File: config.mk
export PLATFORM = sky130hd
export DESIGN_NAME = gf_mult_seq
export DESIGN_NICKNAME = d
export VERILOG_FILES = /design/src/rtl/gf_pkg.sv /design/src/rtl/gf_xtime.sv /design/src/rtl/gf_mult_seq.sv
export SDC_FILE = /design/constraint.sdc
export NUM_CORES = 1
export LEC_CHECK = 0
export BUFFER_PORTS_ARGS = -buffer_cell sky130_fd_sc_hd__clkbuf_2
export CAP_MARGIN = 10
export CORE_ASPECT_RATIO = 0.7
export CORE_MARGIN = 8
export CORE_UTILIZATION = 52
export CTS_BUF_LIST = sky130_fd_sc_hd__clkbuf_16
export CTS_CLUSTER_SIZE = 16
export DETAILED_ROUTE_END_ITERATION = 8
export PLACE_DENSITY = 0.75
export SYNTH_ARGS = -nofsm -noshare
export SYNTH_HDL_FRONTEND = slang
export SYNTH_SLANG_ARGS = --single-unit
File: constraint.sdc
create_clock -name clk -period 1.5 [get_ports clk]
set_input_delay 0.075 -clock clk [delete_from_list [all_inputs] [get_ports clk]]
set_output_delay 0.075 -clock clk [all_outputs]
set_load 0.02 [all_outputs]
File: src/rtl/gf_pkg.sv
// Shared types and constants for the GF(2^WIDTH) multiplier slice.
package gf_pkg;

  // Multiplier control states.
  typedef enum logic [1:0] {
    StIdle = 2'd0,
    StRun  = 2'd1,
    StDone = 2'd2
  } gf_state_t;

  // AES field polynomial x^8+x^4+x^3+x+1 with the implicit x^8 term dropped.
  localparam logic [7:0] AES_POLY = 8'h1B;

  // Ceiling log2, used to size the step counter.
  function automatic int unsigned gf_clog2(input int unsigned n);
    int unsigned r;
    r = 0;
    while ((32'd1 << r) < n) begin
      r++;
    end
    return r;
  endfunction

endpackage

File: src/rtl/gf_xtime.sv
// Combinational field doubling: multiply v by x modulo (x^WIDTH + POLY).
module gf_xtime #(
  parameter int unsigned     WIDTH = 8,
  parameter logic [WIDTH-1:0] POLY = 8'h1B
) (
  input  logic [WIDTH-1:0] v,
  output logic [WIDTH-1:0] y
);

  // Shift left and fold the dropped MSB back in through the polynomial.
  always_comb begin
    y = {v[WIDTH-2:0], 1'b0} ^ (v[WIDTH-1] ? POLY : '0);
  end

endmodule

File: src/rtl/gf_mult_seq.sv
// Iterative GF(2^WIDTH) shift-and-add multiplier, one multiplier bit per cycle,
// with valid/ready handshakes on both sides.
module gf_mult_seq
  import gf_pkg::*;
#(
  parameter int unsigned      WIDTH      = 8,
  parameter logic [WIDTH-1:0] POLY       = WIDTH'(AES_POLY),
  parameter bit               EARLY_EXIT = 1'b0
) (
  input  logic             clk,
  input  logic             rst,
  input  logic             in_valid,
  output logic             in_ready,
  input  logic [WIDTH-1:0] in_a,
  input  logic [WIDTH-1:0] in_b,
  output logic             out_valid,
  input  logic             out_ready,
  output logic [WIDTH-1:0] out_p,
  output logic             busy
);

  localparam int unsigned CntW = gf_clog2(WIDTH);

  gf_state_t        state_q;
  logic [WIDTH-1:0] a_q;
  logic [WIDTH-1:0] b_q;
  logic [WIDTH-1:0] acc_q;
  logic [CntW-1:0]  cnt_q;
  logic [WIDTH-1:0] a_dbl;
  logic             cnt_last;
  logic             accept;

  gf_xtime #(
    .WIDTH (WIDTH),
    .POLY  (POLY)
  ) u_xtime (
    .v (a_q),
    .y (a_dbl)
  );

  // Handshake and status decode; in_ready also opens in DONE when the product drains.
  always_comb begin
    in_ready  = (state_q == StIdle) || ((state_q == StDone) && out_ready);
    out_valid = (state_q == StDone);
    busy      = (state_q != StIdle);
    out_p     = acc_q;
    accept    = in_valid && in_ready;
    cnt_last  = (cnt_q == CntW'(WIDTH - 1));
  end

  // FSM plus datapath registers; reset wins over any handshake.
  always_ff @(posedge clk) begin
    if (rst) begin
      state_q <= StIdle;
      a_q     <= '0;
      b_q     <= '0;
      acc_q   <= '0;
      cnt_q   <= '0;
    end else begin
      unique case (state_q)
        StIdle, StDone: begin
          if (accept) begin
            a_q     <= in_a;
            b_q     <= in_b;
            acc_q   <= '0;
            cnt_q   <= '0;
            state_q <= StRun;
          end else if (state_q == StDone && out_ready) begin
            state_q <= StIdle;
          end
        end
        StRun: begin
          if (EARLY_EXIT && (b_q == '0)) begin
            state_q <= StDone;
          end else begin
            acc_q <= acc_q ^ (b_q[0] ? a_q : '0);
            a_q   <= a_dbl;
            b_q   <= b_q >> 1;
            cnt_q <= cnt_q + CntW'(1);
            if (cnt_last) begin
              state_q <= StDone;
            end
          end
        end
        default: state_q <= StIdle;
      endcase
    end
  end

endmodule
==> metrics, run 1 <==
syn_nets 187; H-tree levels 2; Leakage Power 0.719 nW; placed insts 220; vias in the first global route 1235; DRC violation count after routing 0; Non-Filler Instances 228; Die Y 58.8 um; max_cap viols 0; Synth Area in Compound Gates 26.3%; CP Max Fanout 9; sequential share of the synthesized area 42.6%; worst slew pin tran 0.634 ns; Area growth syn-to-layout 26.0%; RSZ-0062 raised after global routing false; final cycle utilization of the critical path 90.5%; post-placement cell area 0.00155 mm2; Nets 215; initial antenna violation count 0; I/O pin total 31; Max clock buf depth 2; CP Launch Point state_q[1]; Final HPWL DP 2.31 mm; first-pass iteration count of the detailed router 4; Synth cell types 29; Antenna Nets Post-Route 0; via count 1286; Worst Clk Skew 0.00397 ns; min cycle time layout 1.36 ns; Pwr per Cell Area 1310 mW/mm2; Max rail drop VDD 0.750 mV; DRT iter0 DRCs 83; initial core utilization 54.9%; Synth Cell Area 0.00136 mm2; Critical Path Sink Type register; Final Slew Violations 0; area leader, netlist dfxtp_1; WP data required 1.62 ns; DR WL/cell 14.6 um; Logic pwr share 12.5%; Die X 77.2 um; commonest cells after routing, fill and taps aside 30 x nand2_1, 30 x clkbuf_2, 29 x dfxtp_1; CTS hold repair buffers 0; Post-Synth Simple-Gate Area 22.2%; placer congestion estimate 0.740; Setup Crit Path Kind reg -> reg; vias per cell 5.64; Clock transition at path regs 0.05 ns; pre-CTS setup slack 0.102 ns; fin util 69.2%; clock share of power 48.8%; Max Clk Rate 0.737 GHz; clock buffer count from CTS 5; FF+latch count, synth 29; Final TNS setup 0 ns; XOR/XNOR Fraction of Synth Area 1.93%; all-layer global routing usage 15.1%; Worst Setup Start Kind register; hold path startpoint in_b[1]; top cells by area, synth dfxtp_1 43%, nand2_1 8.3%, a21oi_1 8.1%, nor2_1 5.5%, a311oi_1 5.1%; largest family of logic cells by synthesized area compound AO/OA/AOI/OAI gates; post-CTS setup buffer count 0; Finished Cell Area 0.00172 mm2; Syn Inst Count 165; Switching Share 23.7%; share of layout cells above drive strength 1 25.8%; pin count of the biggest net entering global routing 30; Worst R2R Start state_q[1]; Mapped Avg Cell Area 8.25 um2; root cell of the clock tree clkbuf_16; final worst slack 0.142 ns; Final Setup Violations 0; CTS tree built; Final Hold Violating Endpoints 0; mux contribution to synthesized area 0%; first-pass GRT wire length 5.51 mm; n_diodes 0; Worst slew margin 57.7%; remaining global-route overflow 0; WP data arrival 1.48 ns; P_sw 531 uW; HP Class in -> reg; Post-Route WL 3.32 mm; Synth Warn # 0; Seq pwr share 38.7%; clock sinks 29; FP Rows 15; post-cts sizing count 0; post-synth top area share 42.6%; internal power 1.71 mW; IO buf count 30; status complete, no violations; Core Box Area 0.00248 mm2; Adder-Cell Fraction of Synth Area 1.84%; worst skew pair latency 0.27 ns; DIE AREA 0.00454 mm2
==> cell type report <==
class,instances,area [um2]
Tap cell,34,42.5
Clock inverter,3,37.5
Sequential cell,29,581
Multi-Input combinational cell,121,713
Inverter,1,3.75
Timing Repair Buffer,35,213
Fill cell,214,762
Clock buffer,5,125
==> per-stage QoR <==
| step | hold slack (ns) | power [mW] |
|---|---|---|
| floorplan | 0.214 | 1.07 |
| global placement | 0.326 | 1.15 |
| detailed placement | 0.337 | 1.16 |
| CTS | 0.0493 | 2.25 |
| global route | 0.0655 | 2.33 |
| finish | 0.0484 | 2.24 |
==> logic make-up (layout without fill, tap and decap cells) <==
logic type               count (synthesis)  count (layout)
AO/OA/AOI/OAI                           51              51
XOR/XNOR                                 3               3
adder cells (fa/ha/maj)                  2               2
buffers and inverters                   15              44
flip-flops                              29              29
AND/OR/NAND/NOR                         65              65
==> power groups by stage <==
stage | logic (mW) | clock network, mW | registers, mW
after floorplan | 0.199 | 0 | 0.867
after global placement | 0.271 | 0 | 0.879
after detailed placement | 0.279 | 0 | 0.883
after CTS | 0.281 | 1.10 | 0.868
after global routing | 0.314 | 1.14 | 0.875
final | 0.281 | 1.09 | 0.869
==> path summary, 6_finish.rpt <==
| check | end | slack, ns | depth (start not counted) |
|---|---|---|---|
| max | a_q[1] | 0.14 | 4 |
| min | b_q[1] | 0.05 | 3 |
| max reg2reg | a_q[1] | 0.14 | 4 |
| min reg2reg | b_q[1] | 0.48 | 2 |
==> metal layers <==
| metal | vias to the layer above | part of all wire, % | global-route usage [%] |
|---|---|---|---|
| li1 | 633 | - | - |
| met1 | 606 | 46 | 17.2 |
| met2 | 41 | 45 | 23.4 |
| met3 | 6 | 6.8 | 7.90 |
| met4 | 0 | 1.8 | 6.15 |
| met5 | - | 0 | 0 |
==> registers in the layout (all words and copies together), names as in the netlist <==
register  count
cnt_q         3
state_q       2
b_q           8
a_q           8
out_p         8
==> synthesized netlist by cell type <==
cell      instances
a211oi_1          1
a21o_1            1
a21oi_1          22
a21oi_4           1
a22oi_1           2
a311oi_1          8
a311oi_2          4
a32oi_1           1
and2_1            1
and2b_1           1
buf_2             7
buf_4             1
clkbuf_1          5
clkbuf_2          1
dfxtp_1          29
ha_1              2
inv_1             1
nand2_1          30
nand2b_1          1
nand2b_4          1
nand3b_1          8
nor2_1           20
nor2b_1           1
nor3b_1           1
o211ai_1          3
o21ai_0           7
o21ai_1           1
or2_2             1
xnor2_1           3
==> critical path, cell delays in order, from the launching register on <==
cell and delay, ns:
dfxtp_1 0.46, and2b_1 0.28, buf_4 0.19, o211ai_1 0.17, a21oi_1 0.10
(Power assumes the default switching activity.)
==> run 2: changes to the inputs <==
--- a/config.mk
+++ b/config.mk
@@ -13,7 +13,8 @@
 export CTS_BUF_LIST = sky130_fd_sc_hd__clkbuf_16
 export CTS_CLUSTER_SIZE = 16
 export DETAILED_ROUTE_END_ITERATION = 8
-export PLACE_DENSITY = 0.75
+export MAX_ROUTING_LAYER = met4
+export PLACE_DENSITY = 0.77
 export SYNTH_ARGS = -nofsm -noshare
 export SYNTH_HDL_FRONTEND = slang
 export SYNTH_SLANG_ARGS = --single-unit
==> run 2 against run 1 <==
  * First-iteration DRC count increased by 33%
  * Die area unchanged
  * Critical path type unchanged
  * Highest routed layer unchanged
  * Critical endpoint unchanged
  * Via count up 0.47%
  * Largest cell class unchanged
  * Utilization is 1.2 points lower
  * Sequential share of layout area rose by 0.58 points
==> metrics, run 2 (same netlist as run 1, synthesis figures left out) <==
status complete, no violations; worst slew pin tran 0.641 ns; Die Y 58.8 um; Die X 77.2 um; Max clock buf depth 2; FP Rows 15; first-pass iteration count of the detailed router 4; Finished Cell Area 0.00169 mm2; Logic pwr share 13.4%; DRC violation count after routing 0; H-tree levels 2; Switching Share 26.0%; final total power 2.08 mW; clock buffer count from CTS 5; pin count of the biggest net entering global routing 30; Area growth syn-to-layout 23.9%; Final Slew Violations 0; root cell of the clock tree clkbuf_16; DR WL/cell 14.7 um; final worst slack 0.103 ns; vias per cell 5.64; post-cts sizing count 0; Leakage Power 0.704 nW; Setup Crit Path Kind reg -> reg; placer congestion estimate 0.805; master of the slowest instance on the critical path dfxtp_1; internal power 1.54 mW; remaining global-route overflow 0; fin util 68.1%; via count 1292; post-placement cell area 0.00155 mm2; WP data arrival 1.53 ns; IO buf count 30; all-layer global routing usage 15.6%; I/O pin total 31; Critical Path Sink Type register; Pwr per Cell Area 1230 mW/mm2; worst skew pair latency 0.28 ns; DRT iter0 DRCs 110; Post-Route WL 3.36 mm; min cycle time layout 1.40 ns; CP cell instances and2b_2 -> buf_4 -> o211ai_1 -> a21oi_1; slowest stage delay, CP 0.46 ns; RSZ-0062 raised after global routing false; max_cap viols 0; DIE AREA 0.00454 mm2; first-pass GRT wire length 5.47 mm; share of layout cells above drive strength 1 26.7%; commonest cells after routing, fill and taps aside 30 x nand2_1, 30 x clkbuf_2, 29 x dfxtp_1; n_diodes 0; P_sw 541 uW; post-CTS setup buffer count 0; final cycle utilization of the critical path 93.1%; Core Box Area 0.00248 mm2; Worst slew margin 57.2%; Seq pwr share 41.7%; Clock transition at path regs 0.05 ns; clock share of power 44.9%; Final HPWL DP 2.27 mm; Final TNS setup 0 ns; Worst Setup Start Kind register; vias in the first global route 1259; pre-CTS setup slack 0.0801 ns; initial antenna violation count 0; Max rail drop VDD 0.894 mV; CP Max Fanout 11; Final Setup Violations 0; Antenna Nets Post-Route 0; WP data required 1.63 ns; clock sinks 29; Max Clk Rate 0.716 GHz; initial core utilization 54.9%; HP Class in -> reg; Nets 216; Final Hold Violating Endpoints 0; Worst Clk Skew 0.00473 ns; CTS hold repair buffers 0; CTS tree built
-- run 2: cell count changes in the layout (fill, tap and decap cells not counted), sizes merged --
cell    before  now
clkinv       1    3
buf          5    6
bufinv       1    0
inv          2    1
-- run 2: per-stage QoR --
stage	cells	hold slack [ns]
3_5_place_dp	221	0.333
5_1_grt	229	0.0723
6_report	229	0.0480
4_1_cts	229	0.0461
2_1_floorplan	165	0.214
3_3_place_gp	221	0.328
-- run 2: worst paths after layout --
kind / cells past startpoint / slack, ns / end / startpoint
max: 4 / 0.10 / a_q[1] / state_q[1]
max reg2reg: 4 / 0.10 / a_q[1] / state_q[1]
min reg2reg: 1 / 0.47 / cnt_q[0] / cnt_q[0]
min: 3 / 0.05 / b_q[1] / in_b[1]
-- run 2: worst max-delay path: cells and delay by family, from the launching register on --
kind	cells	cell delay, ns
flip-flops	1	0.46
AND/OR/NAND/NOR	1	0.31
AO/OA/AOI/OAI	2	0.30
buffers and inverters	1	0.19
-- run 2: power by group through the flow --
stage	clock, mW	sequential [mW]	combinational, mW
floorplan	0	0.867	0.199
global placement	0	0.880	0.265
detailed placement	0	0.883	0.274
CTS	0.948	0.868	0.277
global route	0.977	0.874	0.308
finish	0.934	0.868	0.279
-- run 2: cell type report --
type                            count  area, um2
Fill cell                         221        791
Multi-Input combinational cell    121        714
Sequential cell                    29        581
Timing Repair Buffer               36        208
Clock buffer                        5        125
Tap cell                           34       42.5
Clock inverter                      3       12.5
Inverter                            1       3.75
-- run 2: metal layers --
| layer | routed length, um | track usage [%] | vias up | share of wire, % |
|---|---|---|---|---|
| met3 | 161 | 5.47 | 7 | 4.8 |
| met1 | 1540 | 16.1 | 616 | 46 |
| met4 | 80 | 10.4 | 0 | 2.4 |
| met2 | 1570 | 25.4 | 31 | 47 |
| met5 | 0 | - | - | 0 |
| li1 | - | - | 638 | - |
